===== src/rtl/axi_lite_master_bridge_if.sv =====
// Bundle of request/response and AXI-Lite channel signals for the master bridge.
// The master modport is the bridge's view; the slave modport is the environment's view.
interface axi_lite_master_bridge_if #(
    parameter int ADDR_W = 32,
    parameter int DATA_W = 32
);
    localparam int STRB_W = DATA_W / 8;

    // Core-side request/response
    logic              req_valid;
    logic              req_ready;
    logic              req_wen;
    logic [ADDR_W-1:0] req_addr;
    logic [DATA_W-1:0] req_wdata;
    logic [STRB_W-1:0] req_wstrb;
    logic              rsp_valid;
    logic              rsp_ready;
    logic [DATA_W-1:0] rsp_rdata;
    logic              rsp_err;

    // AXI-Lite read channels
    logic [ADDR_W-1:0] araddr;
    logic              arvalid;
    logic              arready;
    logic [DATA_W-1:0] rdata;
    logic [1:0]        rresp;
    logic              rvalid;
    logic              rready;

    // AXI-Lite write channels
    logic [ADDR_W-1:0] awaddr;
    logic              awvalid;
    logic              awready;
    logic [DATA_W-1:0] wdata;
    logic [STRB_W-1:0] wstrb;
    logic              wvalid;
    logic              wready;
    logic [1:0]        bresp;
    logic              bvalid;
    logic              bready;

    modport master (
        input  req_valid, req_wen, req_addr, req_wdata, req_wstrb, rsp_ready,
        output req_ready, rsp_valid, rsp_rdata, rsp_err,
        output araddr, arvalid, rready,
        input  arready, rdata, rresp, rvalid,
        output awaddr, awvalid, wdata, wstrb, wvalid, bready,
        input  awready, wready, bresp, bvalid
    );

    modport slave (
        output req_valid, req_wen, req_addr, req_wdata, req_wstrb, rsp_ready,
        input  req_ready, rsp_valid, rsp_rdata, rsp_err,
        input  araddr, arvalid, rready,
        output arready, rdata, rresp, rvalid,
        input  awaddr, awvalid, wdata, wstrb, wvalid, bready,
        output awready, wready, bresp, bvalid
    );
endinterface


===== src/rtl/axi_lite_master_bridge.sv =====
// Single-outstanding AXI-Lite initiator: turns one core load/store request into
// an AR/R or AW/W/B transaction and returns the result on a valid/ready response.
module axi_lite_master_bridge #(
    parameter int ADDR_W = 32,
    parameter int DATA_W = 32
) (
    input  logic                    clk,
    input  logic                    rst,
    axi_lite_master_bridge_if.master bus
);
    localparam int STRB_W = DATA_W / 8;

    typedef enum logic [2:0] {
        IDLE    = 3'd0,
        RD_ADDR = 3'd1,
        RD_DATA = 3'd2,
        WR_REQ  = 3'd3,
        WR_RESP = 3'd4,
        RSP     = 3'd5
    } state_t;

    state_t            state;
    state_t            state_next;

    logic [ADDR_W-1:0] addr_q;
    logic [DATA_W-1:0] wdata_q;
    logic [STRB_W-1:0] wstrb_q;
    logic [DATA_W-1:0] rsp_rdata_q;
    logic              rsp_err_q;
    logic              aw_done;
    logic              w_done;

    logic              accept;
    logic              aw_hs;
    logic              w_hs;
    logic              r_capture;
    logic              b_capture;

    // NOTE: rst is folded in combinationally so req_ready is low for the whole
    // time rst is asserted, not just from the first clock edge after it.
    assign bus.req_ready = (state == IDLE) && !rst;
    assign accept        = bus.req_valid && (state == IDLE) && !rst;

    // AXI address/data outputs come only from the captured request registers,
    // so they stay stable while the requester changes its inputs.
    assign bus.araddr    = addr_q;
    assign bus.awaddr    = addr_q;
    assign bus.wdata     = wdata_q;
    assign bus.wstrb     = wstrb_q;
    assign bus.rsp_rdata = rsp_rdata_q;
    assign bus.rsp_err   = rsp_err_q;

    // NOTE: sequential state uses non-blocking assignments only, so every
    // register samples the pre-edge values regardless of process ordering.
    always_ff @(posedge clk or posedge rst) begin
        if (rst) begin
            state <= IDLE;
        end else begin
            state <= state_next;
        end
    end

    // NOTE: every signal written here gets a default first; a missing default
    // on any path would infer a latch.
    always_comb begin
        state_next  = state;
        bus.arvalid = 1'b0;
        bus.rready  = 1'b0;
        bus.awvalid = 1'b0;
        bus.wvalid  = 1'b0;
        bus.bready  = 1'b0;
        bus.rsp_valid = 1'b0;
        aw_hs       = 1'b0;
        w_hs        = 1'b0;
        r_capture   = 1'b0;
        b_capture   = 1'b0;

        case (state)
            IDLE: begin
                if (accept) begin
                    state_next = bus.req_wen ? WR_REQ : RD_ADDR;
                end
            end
            RD_ADDR: begin
                bus.arvalid = 1'b1;
                if (bus.arready) begin
                    state_next = RD_DATA;
                end
            end
            RD_DATA: begin
                bus.rready = 1'b1;
                if (bus.rvalid) begin
                    r_capture  = 1'b1;
                    state_next = RSP;
                end
            end
            WR_REQ: begin
                bus.awvalid = !aw_done;
                bus.wvalid  = !w_done;
                aw_hs       = !aw_done && bus.awready;
                w_hs        = !w_done && bus.wready;
                // The completing handshake counts in the same cycle it happens.
                if ((aw_done || aw_hs) && (w_done || w_hs)) begin
                    state_next = WR_RESP;
                end
            end
            WR_RESP: begin
                bus.bready = 1'b1;
                if (bus.bvalid) begin
                    b_capture  = 1'b1;
                    state_next = RSP;
                end
            end
            RSP: begin
                bus.rsp_valid = 1'b1;
                if (bus.rsp_ready) begin
                    state_next = IDLE;
                end
            end
            default: begin
                state_next = IDLE;
            end
        endcase
    end

    always_ff @(posedge clk or posedge rst) begin
        if (rst) begin
            addr_q      <= '0;
            wdata_q     <= '0;
            wstrb_q     <= '0;
            rsp_rdata_q <= '0;
            rsp_err_q   <= 1'b0;
            aw_done     <= 1'b0;
            w_done      <= 1'b0;
        end else begin
            if (accept) begin
                addr_q  <= bus.req_addr;
                wdata_q <= bus.req_wdata;
                wstrb_q <= bus.req_wstrb;
                aw_done <= 1'b0;
                w_done  <= 1'b0;
            end
            if (aw_hs) begin
                aw_done <= 1'b1;
            end
            if (w_hs) begin
                w_done <= 1'b1;
            end
            if (r_capture) begin
                rsp_rdata_q <= bus.rdata;
                rsp_err_q   <= (bus.rresp != 2'b00);
            end
            if (b_capture) begin
                rsp_rdata_q <= '0;
                rsp_err_q   <= (bus.bresp != 2'b00);
            end
        end
    end
endmodule


===== src/flat_wrapper.sv =====
// flat-port wrapper written by rule: the top's interface ports become plain ports
module axi_lite_master_bridge_flat 
#(
    parameter int ADDR_W = 32,
    parameter int DATA_W = 32
)
  (clk, rst, bus_req_valid, bus_req_wen, bus_req_addr, bus_req_wdata, bus_req_wstrb, bus_rsp_ready, bus_req_ready, bus_rsp_valid, bus_rsp_rdata, bus_rsp_err, bus_araddr, bus_arvalid, bus_rready, bus_arready, bus_rdata, bus_rresp, bus_rvalid, bus_awaddr, bus_awvalid, bus_wdata, bus_wstrb, bus_wvalid, bus_bready, bus_awready, bus_wready, bus_bresp, bus_bvalid);
  axi_lite_master_bridge_if #(.ADDR_W(ADDR_W), .DATA_W(DATA_W)) bus_i ();
  input  logic clk;
  input  logic rst;
  input wire logic [$bits(bus_i.req_valid)-1:0] bus_req_valid;
  input wire logic [$bits(bus_i.req_wen)-1:0] bus_req_wen;
  input wire logic [$bits(bus_i.req_addr)-1:0] bus_req_addr;
  input wire logic [$bits(bus_i.req_wdata)-1:0] bus_req_wdata;
  input wire logic [$bits(bus_i.req_wstrb)-1:0] bus_req_wstrb;
  input wire logic [$bits(bus_i.rsp_ready)-1:0] bus_rsp_ready;
  output wire logic [$bits(bus_i.req_ready)-1:0] bus_req_ready;
  output wire logic [$bits(bus_i.rsp_valid)-1:0] bus_rsp_valid;
  output wire logic [$bits(bus_i.rsp_rdata)-1:0] bus_rsp_rdata;
  output wire logic [$bits(bus_i.rsp_err)-1:0] bus_rsp_err;
  output wire logic [$bits(bus_i.araddr)-1:0] bus_araddr;
  output wire logic [$bits(bus_i.arvalid)-1:0] bus_arvalid;
  output wire logic [$bits(bus_i.rready)-1:0] bus_rready;
  input wire logic [$bits(bus_i.arready)-1:0] bus_arready;
  input wire logic [$bits(bus_i.rdata)-1:0] bus_rdata;
  input wire logic [$bits(bus_i.rresp)-1:0] bus_rresp;
  input wire logic [$bits(bus_i.rvalid)-1:0] bus_rvalid;
  output wire logic [$bits(bus_i.awaddr)-1:0] bus_awaddr;
  output wire logic [$bits(bus_i.awvalid)-1:0] bus_awvalid;
  output wire logic [$bits(bus_i.wdata)-1:0] bus_wdata;
  output wire logic [$bits(bus_i.wstrb)-1:0] bus_wstrb;
  output wire logic [$bits(bus_i.wvalid)-1:0] bus_wvalid;
  output wire logic [$bits(bus_i.bready)-1:0] bus_bready;
  input wire logic [$bits(bus_i.awready)-1:0] bus_awready;
  input wire logic [$bits(bus_i.wready)-1:0] bus_wready;
  input wire logic [$bits(bus_i.bresp)-1:0] bus_bresp;
  input wire logic [$bits(bus_i.bvalid)-1:0] bus_bvalid;
  assign bus_i.req_valid = bus_req_valid;
  assign bus_i.req_wen = bus_req_wen;
  assign bus_i.req_addr = bus_req_addr;
  assign bus_i.req_wdata = bus_req_wdata;
  assign bus_i.req_wstrb = bus_req_wstrb;
  assign bus_i.rsp_ready = bus_rsp_ready;
  assign bus_req_ready = bus_i.req_ready;
  assign bus_rsp_valid = bus_i.rsp_valid;
  assign bus_rsp_rdata = bus_i.rsp_rdata;
  assign bus_rsp_err = bus_i.rsp_err;
  assign bus_araddr = bus_i.araddr;
  assign bus_arvalid = bus_i.arvalid;
  assign bus_rready = bus_i.rready;
  assign bus_i.arready = bus_arready;
  assign bus_i.rdata = bus_rdata;
  assign bus_i.rresp = bus_rresp;
  assign bus_i.rvalid = bus_rvalid;
  assign bus_awaddr = bus_i.awaddr;
  assign bus_awvalid = bus_i.awvalid;
  assign bus_wdata = bus_i.wdata;
  assign bus_wstrb = bus_i.wstrb;
  assign bus_wvalid = bus_i.wvalid;
  assign bus_bready = bus_i.bready;
  assign bus_i.awready = bus_awready;
  assign bus_i.wready = bus_wready;
  assign bus_i.bresp = bus_bresp;
  assign bus_i.bvalid = bus_bvalid;
  axi_lite_master_bridge #(.ADDR_W(ADDR_W), .DATA_W(DATA_W)) u_core (.clk(clk), .rst(rst), .bus(bus_i));
endmodule

===== config.mk =====
export PLATFORM = sky130hd
export DESIGN_NAME = axi_lite_master_bridge_flat
export DESIGN_NICKNAME = d
export VERILOG_FILES = /design/src/rtl/axi_lite_master_bridge_if.sv /design/src/rtl/axi_lite_master_bridge.sv /design/src/flat_wrapper.sv
export SDC_FILE = /design/constraint.sdc
export NUM_CORES = 1
export LEC_CHECK = 0
export ABC_AREA = 1
export CAP_MARGIN = 20
export CORE_ASPECT_RATIO = 1.2
export CORE_MARGIN = 10
export CORE_UTILIZATION = 36
export DETAILED_ROUTE_END_ITERATION = 10
export GPL_ROUTABILITY_DRIVEN = 1
export PLACE_DENSITY = 0.77
export SYNTH_ARGS = -nofsm -noshare
export SYNTH_HDL_FRONTEND = slang
export SYNTH_SLANG_ARGS = --single-unit

===== constraint.sdc =====
create_clock -name clk -period 3.78 [get_ports clk]
set_input_delay 1.134 -clock clk [delete_from_list [all_inputs] [get_ports clk]]
set_output_delay 1.134 -clock clk [all_outputs]
set_load 0.01 [all_outputs]

* Word-level counts from Yosys, hierarchy flattened
Cells that the tools add are included. W data, S select, Z words.
Word-level totals: bits in registers 106, bits in latches 0, RAM bits 0, ROM bits 0, output and inout port bits 140, word-level logic and storage cells 64, memories 0
Operators by class: add/sub/neg operators 0, multiply operators 0, divide/modulo/power cells 0, magnitude comparators 0, eq/ne operators 11, shift operators 0, multiplexer cells 27, bitwise operators 0, reduce and logical (&&, ||, !) cells 18
Operators with widths (count):
- $mux W32 | 2
- $mux W3 | 6
- $pmux W3 S6 | 1
- $mux W1 | 17
- $reduce_bool A2 Y1 | 5
- $ne A2 B2 Y1 const B | 4
- $eq A3 B2 Y1 const B | 2
- $eq A3 B3 Y1 const B | 2
- $logic_and A1 B1 Y1 | 6
- $reduce_and A6 Y1 | 1
- $ne A2 B1 Y1 const B | 2
- $eq A3 B1 Y1 const B | 1
- $logic_not A1 Y1 | 3
- $logic_not A3 Y1 | 1
- $logic_or A1 B1 Y1 | 2
- $mux W2 | 1

* Depth between registers and ports, before layout
Gate-level depths: netlist of the first run.
depth after elaboration 6, gate-level depth with buffers 9, gate-level depth less buffers 9

* Least setup slack after synthesis of the first run
No wires, ideal clock.
kind input to register, start input rst, end register u_core.state[1], arrival 3968 ps, required time 3663 ps, slack -304 ps, stages 6, path buffers 0, path through inv_1 > a21oi_1 > nor2_1 > nand2_1 > nand2_1 > nand2_1
Between the ends: word-level cells in the longest chain between the ends 4
RTL lines:
- start: declaration | RTL line flat_wrapper.sv:10 | input logic rst;
- $logic_not A1 Y1 | RTL line axi_lite_master_bridge.sv:42 | assign accept = bus.req_valid && (state == IDLE) && !rst;
- $logic_and A1 B1 Y1 | RTL line axi_lite_master_bridge.sv:42
- $ne A2 B1 Y1 (no line)
- $reduce_and A6 Y1 (no line)
- end signal: assignment | RTL line axi_lite_master_bridge.sv:59 | state <= state_next;
- end: declaration | RTL line axi_lite_master_bridge.sv:22 | state_t state;
Every way passes these cells. A chain may end at the register's enable or synchronous reset.

* Worst setup path in the final report of the first run
start input rst, end output bus_req_ready
Between the ends: word-level cells in the longest chain between the ends 2
RTL lines:
- $logic_not A1 Y1 | RTL line axi_lite_master_bridge.sv:41 | assign bus.req_ready = (state == IDLE) && !rst;
- $logic_and A1 B1 Y1 | RTL line axi_lite_master_bridge.sv:41
- end: declaration | RTL line flat_wrapper.sv:17 | output wire logic [$bits(bus_i.req_ready)-1:0] bus_req_ready;
Every way passes these cells.

==> impl_metrics.ini, run 1 <==
[run_status]
outcome = completed

[final_layout]
areaGrowthSynthToFinish_pct = 54.07
final_net_count = 859
antenna_diodes = 0
final_core_util_pct = 56.78
post_route_cells_drive_above_1_share_pct = 9.467

[grt]
grt_first_pass_wirelength_um = 24560
grt_antenna_before_repair = 0
vias_in_the_first_global_route = 4520
globalRouteOverflowTotal = 0
grt_util_all_layers_pct = 16.05
grt_max_degree = 106

[sta]
slew_viol_final = 0
share_of_the_cycle_needed_by_the_critical_path_after_routing_pct = 88.82
timing.max_slew.rel_slack_pct = 49.64
setup_repair_after_global_routing_missed_its_margin = no
setup-violations-final = 0
timing.final.crit_period_ns = 3.357
final.setup_skew_ns = 0.006844
timing.final.hold_violations = 0
fin_setup_tns_ns = 0
max_slew.worst_pin.slew_ns = 0.7536
clock.fmax_mhz = 297.9

[worst_setup_path]
startpoint_type = primary input
critical-path-top-delay-family = buffers and inverters
critPathCaptureType = output port
crit_chain = clkdlybuf4s50_1 -> nor2_1 -> clkdlybuf4s50_1
critical_path.reg2reg.startpoint = u_core.state[0]
ff2ff_setup_slack_ns = 1.64
critical-path-top-cell-by-count = sky130_fd_sc_hd__clkdlybuf4s50_1
cell_depth_of_the_worst_flop_to_flop_path = 8
reg2reg_to = u_core.bus.rsp_err
critPathMaxStageDelay_ns = 0.55
timing.setup.critical_path_class = primary input to output port
worst-endpoint-arrival_ns = 2.22
crit_required_ns = 2.65
worstPathMaxFanout = 2
crit_path_top_delay_cell = sky130_fd_sc_hd__clkdlybuf4s50_1
timing.critical_path.buf_inv = 2

[routing]
remaining_drc_errors = 0
first_pass_iters = 4
route.antenna.remaining_nets = 0
routed_via_density = 4.634
totalWireLength_um = 15300
wirelength_per_cell_um = 16.66
dr.first_iter.drc_count = 199
routed_via_count = 4254

[clock_network]
clockRootBuffer = sky130_fd_sc_hd__clkbuf_16
cts_hold_buffers = 0
cts-htree-levels = 3
cts_sinks = 106
tritoncts.num_buffers = 9
cts.reportedPaths.clkPinSlew_ns = 0.08
cts_max_path_bufs = 2
post_cts.resized_instances = 0
postCtsSetupRepairBufs = 0
clock_insertion_delay_worst_skew_ns = 0.34
tritoncts = yes

[worst_hold_path]
min_from = u_core.bus.rsp_rdata[10]
hold_class = flop to flop
holdPathStages = 2
holdPathEnd = u_core.bus.rsp_rdata[10]

[place]
globalplace.congestion = 0.8817
dpl.hpwl_um = 12100
port-buffer-count = 253

[pwr]
ir_worst_vdd_v = 0.0003942
power.density_nw_per_um2 = 787.7
static_leakage_nw = 3.425

[die]
die_span_x_um = 126.3
floorplan.die_area_um2 = 18630
design.core.area_um2 = 13240
floorplan.rows = 46
starting_density_of_the_core_pct = 36.85
die_h_um = 147.5
boundaryPins = 254

[synth]
syn_area_um2 = 4878
async_flop_share_pct = 100.0
synth_enable_flop_cells = 0
synth_fp_nets = 648
yosysUniqueCellTypes = 21
postSynthRegisterBits = 106
yosys_warnings = 0
synth_top_flop_cell = sky130_fd_sc_hd__dfrtp_1
synth-seq-area-share_pct = 54.37
number_of_standard_cells_after_synthesis = 534
syn_area_per_cell_um2 = 9.136

[run]
maxCapViolations = 0
sequential cells by signal, indices dropped and copies added (netlist names):
signal	cells
u_core.state	3
u_core.bus.wdata	32
u_core.bus.rsp_rdata	32
u_core.aw_done	1
u_core.bus.wstrb	4
u_core.w_done	1
u_core.bus.araddr	32
u_core.bus.rsp_err	1
cell usage after synthesis (6+ instances only):
| cell | n | share of area, % |
|---|---|---|
| sky130_fd_sc_hd__buf_2 | 7 | 0.72 |
| sky130_fd_sc_hd__buf_4 | 38 | 5.8 |
| sky130_fd_sc_hd__buf_6 | 6 | 1.4 |
| sky130_fd_sc_hd__clkbuf_1 | 7 | 0.54 |
| sky130_fd_sc_hd__dfrtp_1 | 106 | 54 |
| sky130_fd_sc_hd__inv_1 | 80 | 6.2 |
| sky130_fd_sc_hd__nand2_1 | 120 | 9.2 |
| sky130_fd_sc_hd__nand3_1 | 72 | 7.4 |
| sky130_fd_sc_hd__nor2_1 | 11 | 0.85 |
| sky130_fd_sc_hd__o21ai_0 | 9 | 0.92 |
| sky130_fd_sc_hd__o21ai_1 | 23 | 2.4 |
| sky130_fd_sc_hd__o21ai_2 | 40 | 7.2 |
layout make-up:
| class | instances | area, µm² |
|---|---|---|
| Timing Repair Buffer | 262 | 2613 |
| Clock inverter | 7 | 60.06 |
| Tap cell | 168 | 210.2 |
| Inverter | 81 | 307.8 |
| Multi-Input combinational cell | 285 | 1448 |
| Fill cell | 1158 | 5722 |
| Sequential cell | 106 | 2653 |
| Clock buffer | 9 | 225.2 |
worst reg2reg max path, cell delays in order (launching register included):
cell and delay, ns:
sky130_fd_sc_hd__dfrtp_1 0.59, sky130_fd_sc_hd__inv_1 0.14, sky130_fd_sc_hd__nand3_1 0.14, sky130_fd_sc_hd__inv_1 0.08, sky130_fd_sc_hd__nand2_1 0.56, sky130_fd_sc_hd__buf_4 0.32
sky130_fd_sc_hd__nand2_1 0.07, sky130_fd_sc_hd__nand2_1 0.07, sky130_fd_sc_hd__o21ai_1 0.07
power by group:
group / switching [mW] / internal [mW]
clock network: 0.442 / 0.461
logic: 1.35 / 1.64
registers: 0.373 / 1.65
total: 2.17 / 3.75
stage by stage:
stage	cells	hold slack, ns	cell area (µm²)	total power [mW]	worst slack, ns
after floorplan	534	0.5237	4882	3.519	0.4524
after global placement	902	0.4839	7231	4.969	0.4147
after detailed placement	902	0.4889	7231	5.087	0.4293
after CTS	918	0.5091	7516	6.022	0.4189
after global routing	918	0.5356	7516	6.339	0.3983
final	918	0.5044	7516	5.920	0.4228
routing by layer:
metal	share of wire, %	track usage [%]	vias to the layer above
met4	1.7	4.960	0
met1	39	17.93	1984
met5	0	0	-
met2	50	27.13	197
met3	10	6.762	23
li1	-	-	2050
worst max path at each step:
stage | startpoint | endpoint | cells after the start
2_1_floorplan | rst | u_core.state[1] | 6
3_3_place_gp | rst | bus_req_ready | 3
3_5_place_dp | rst | bus_req_ready | 3
4_1_cts | rst | bus_req_ready | 3
5_1_grt | rst | bus_req_ready | 3
6_report | rst | bus_req_ready | 3
kinds of logic (layout without fill, tap and decap cells):
group,Yosys count,after routing,share of synthesized area [%]
AO/OA/AOI/OAI,74,74,10.67
buffers and inverters,143,359,15.95
AND/OR/NAND/NOR,211,211,19.01
flip-flops,106,106,54.37
layout by cell type, fill, tap and decap left out:
master,count
sky130_fd_sc_hd__nor3b_4,1
sky130_fd_sc_hd__clkinv_4,2
sky130_fd_sc_hd__buf_4,8
sky130_fd_sc_hd__nand3_1,72
sky130_fd_sc_hd__o21ai_1,23
sky130_fd_sc_hd__nor2_4,1
sky130_fd_sc_hd__nor2_1,11
sky130_fd_sc_hd__clkinv_2,1
sky130_fd_sc_hd__buf_12,1
sky130_fd_sc_hd__inv_1,79
sky130_fd_sc_hd__dfrtp_1,106
sky130_fd_sc_hd__nand2_2,1
sky130_fd_sc_hd__inv_6,3
sky130_fd_sc_hd__inv_8,1
sky130_fd_sc_hd__a21oi_1,2
sky130_fd_sc_hd__nor3_4,1
sky130_fd_sc_hd__inv_2,1
sky130_fd_sc_hd__nand2_1,120
sky130_fd_sc_hd__nand4_1,2
sky130_fd_sc_hd__nor3_1,2
sky130_fd_sc_hd__clkdlybuf4s50_1,253
sky130_fd_sc_hd__clkinvlp_4,1
sky130_fd_sc_hd__o21ai_0,9
sky130_fd_sc_hd__o21ai_2,40
sky130_fd_sc_hd__clkbuf_16,9
No activity file was read; power rests on OpenSTA's default activity.
==> run 2, diff against run 1 <==
- CTS_CLUSTER_SIZE: unset -> 8
==> results of run 2 <==
Final layout, timing and power as in run 1 (identical DEF).
==> run 3, diff against run 2 <==
- CORE_ASPECT_RATIO: 1.2 -> 0.9
- CTS_CLUSTER_DIAMETER: unset -> 30
- HOLD_SLACK_MARGIN: unset -> 0.1
==> run 3 against run 2 <==
Total power about the same. Final area up 0.20%. First-iteration DRC count down 1.5%. Sequential share of layout area down 0.070 points. Core utilization down 0.21 points. Routed wire length down 3.6%. Die area about the same. Maximum frequency down 0.23%. Largest power group unchanged. Non-clock buffer count down 1. Clock power up 3.4%. Register-to-register slack better by 0.08 ns. Final cell count down 0.22%.
==> impl_metrics.ini, run 3 (synthesis results as in run 1) <==
[run_status]
outcome = completed

[grt]
vias_in_the_first_global_route = 4288
grt_max_degree = 128
globalRouteOverflowTotal = 0
grt_antenna_before_repair = 0
grt_util_all_layers_pct = 15.57
grt_first_pass_wirelength_um = 22850

[worst_setup_path]
setup.worst_path.start = rst
critPathMaxStageDelay_ns = 0.56
critical_path.reg2reg.startpoint = u_core.state[0]
crit_required_ns = 2.65
crit_chain = clkdlybuf4s50_1 -> nor2_1 -> clkdlybuf4s50_1
worst-endpoint-arrival_ns = 2.23
worstPathMaxFanout = 2
critical-path-top-cell-by-count = sky130_fd_sc_hd__clkdlybuf4s50_1
critPathCaptureType = output port
timing.critical_path.buf_inv = 2
crit_path_top_delay_cell = sky130_fd_sc_hd__clkdlybuf4s50_1
startpoint_type = primary input
timing.setup.critical_path_class = primary input to output port
critical-path-top-delay-family = buffers and inverters

[clock_network]
cts.reportedPaths.clkPinSlew_ns = 0.07
cts-htree-levels = 3
tritoncts.num_buffers = 9
clockRootBuffer = sky130_fd_sc_hd__clkbuf_16
cts_hold_buffers = 0
cts_sinks = 106
tritoncts = yes
cts_max_path_bufs = 2
postCtsSetupRepairBufs = 0
post_cts.resized_instances = 0
clock_insertion_delay_worst_skew_ns = 0.35

[die]
boundaryPins = 254
die_h_um = 130.4
die_span_x_um = 142.7
starting_density_of_the_core_pct = 36.64
floorplan.rows = 40
design.core.area_um2 = 13310
floorplan.die_area_um2 = 18610

[sta]
fin_setup_tns_ns = 0
setup_repair_after_global_routing_missed_its_margin = no
share_of_the_cycle_needed_by_the_critical_path_after_routing_pct = 89.02
clock.fmax_mhz = 297.2
timing.final.hold_violations = 0
timing.final.crit_period_ns = 3.365
max_slew.worst_pin.slew_ns = 0.8524
final.setup_skew_ns = 0.004320
timing.max_slew.rel_slack_pct = 43.04
slew_viol_final = 0
setup-violations-final = 0

[final_layout]
layout.cells.most_common_list = 253 x sky130_fd_sc_hd__clkdlybuf4s50_1, 120 x sky130_fd_sc_hd__nand2_1, 106 x sky130_fd_sc_hd__dfrtp_1
post_route_cells_drive_above_1_share_pct = 9.091
antenna_diodes = 0
layout.filler_cells = 1143
layout.cell_area.non_filler_um2 = 7531
most_common_cell_after_layout_fill_and_taps_aside = sky130_fd_sc_hd__clkdlybuf4s50_1
areaGrowthSynthToFinish_pct = 54.37
finish.cell_count_without_fillers = 916
final_net_count = 858

[routing]
first_pass_iters = 4
wirelength_per_cell_um = 16.09
dr.first_iter.drc_count = 196
routed_via_count = 4165
routed_via_density = 4.547
route.antenna.remaining_nets = 0
remaining_drc_errors = 0
totalWireLength_um = 14740

[place]
place_inst = 901
port-buffer-count = 253
dpl.hpwl_um = 11420
globalplace.congestion = 0.7639
postPlaceCellArea_um2 = 7236

[worst_hold_path]
hold_class = flop to flop
min_from = u_core.bus.rsp_rdata[26]

[pwr]
static_leakage_nw = 3.416
power.density_nw_per_um2 = 786.8
ir_worst_vdd_v = 0.0004279

[run]
maxCapViolations = 0
[run 3: changes by cell type in the layout (fill, tap and decap cells not counted)]
| cell | before | now |
|---|---|---|
| sky130_fd_sc_hd__clkinvlp_4 | 1 | 4 |
| sky130_fd_sc_hd__inv_6 | 3 | 0 |
| sky130_fd_sc_hd__buf_4 | 8 | 6 |
| sky130_fd_sc_hd__clkinv_4 | 2 | 0 |
| sky130_fd_sc_hd__buf_12 | 1 | 2 |
| sky130_fd_sc_hd__bufinv_16 | 0 | 1 |
| sky130_fd_sc_hd__clkbuf_1 | 0 | 1 |
| sky130_fd_sc_hd__clkbuf_8 | 0 | 1 |
| sky130_fd_sc_hd__clkinv_2 | 1 | 0 |
| sky130_fd_sc_hd__inv_8 | 1 | 0 |
[run 3: worst reg2reg max path, cell delays in order (launching register included)]
cell,delay [ns]
sky130_fd_sc_hd__dfrtp_1,0.58
sky130_fd_sc_hd__inv_1,0.13
sky130_fd_sc_hd__nand3_1,0.13
sky130_fd_sc_hd__inv_1,0.07
sky130_fd_sc_hd__nand2_1,0.63
sky130_fd_sc_hd__buf_4,0.30
sky130_fd_sc_hd__nand3_1,0.08
sky130_fd_sc_hd__nand2_1,0.09
[run 3: area by class of cell]
cell class	instances	area [µm²]	area share, %
Clock buffer	11	242.7	3.223
Clock inverter	4	52.55	0.6978
Inverter	81	307.8	4.087
Multi-Input combinational cell	285	1448	19.22
Sequential cell	106	2653	35.22
Tap cell	168	210.2	2.791
Timing Repair Buffer	261	2618	34.76
[run 3: power by group]
part	leakage, nW	switching [mW]	internal (mW)	total (mW)
Combinational	1.96	1.33	1.64	2.97
Sequential	1.32	0.364	1.65	2.02
Clock	0.134	0.406	0.528	0.934
Total	3.42	2.10	3.82	5.93
[run 3: worst paths after layout]
check | endpoint | slack, ns | cells past startpoint
max reg2reg | u_core.bus.rsp_rdata[12] | 1.72 | 7
max | bus_req_ready | 0.41 | 3
min | u_core.bus.rsp_rdata[26] | 0.51 | 2
min reg2reg | u_core.bus.rsp_rdata[26] | 0.51 | 2
min in group asynchronous | u_core.bus.wdata[0] | 1.44 | 4
max in group asynchronous | u_core.bus.araddr[27] | 1.92 | 4
[run 3: per-stage QoR]
| stage | worst slack [ns] | total power [mW] | hold slack, ns | util (%) |
|---|---|---|---|---|
| 3_5_place_dp | 0.4106 | 5.055 | 0.4889 | 54.35 |
| 4_1_cts | 0.4074 | 6.017 | 0.5059 | 56.57 |
| 6_report | 0.4149 | 5.925 | 0.5058 | 56.57 |
| 2_1_floorplan | 0.4524 | 3.519 | 0.5237 | - |
| 3_3_place_gp | 0.3978 | 4.963 | 0.4837 | 54.35 |
| 5_1_grt | 0.3595 | 6.336 | 0.5342 | 56.57 |
[run 3: routing by layer]
layer | wire (µm) | track usage (%)
met4 | 199 | 5.212
met5 | 0 | 0
met1 | 5845 | 17.32
met2 | 6777 | 25.05
met3 | 1918 | 8.478
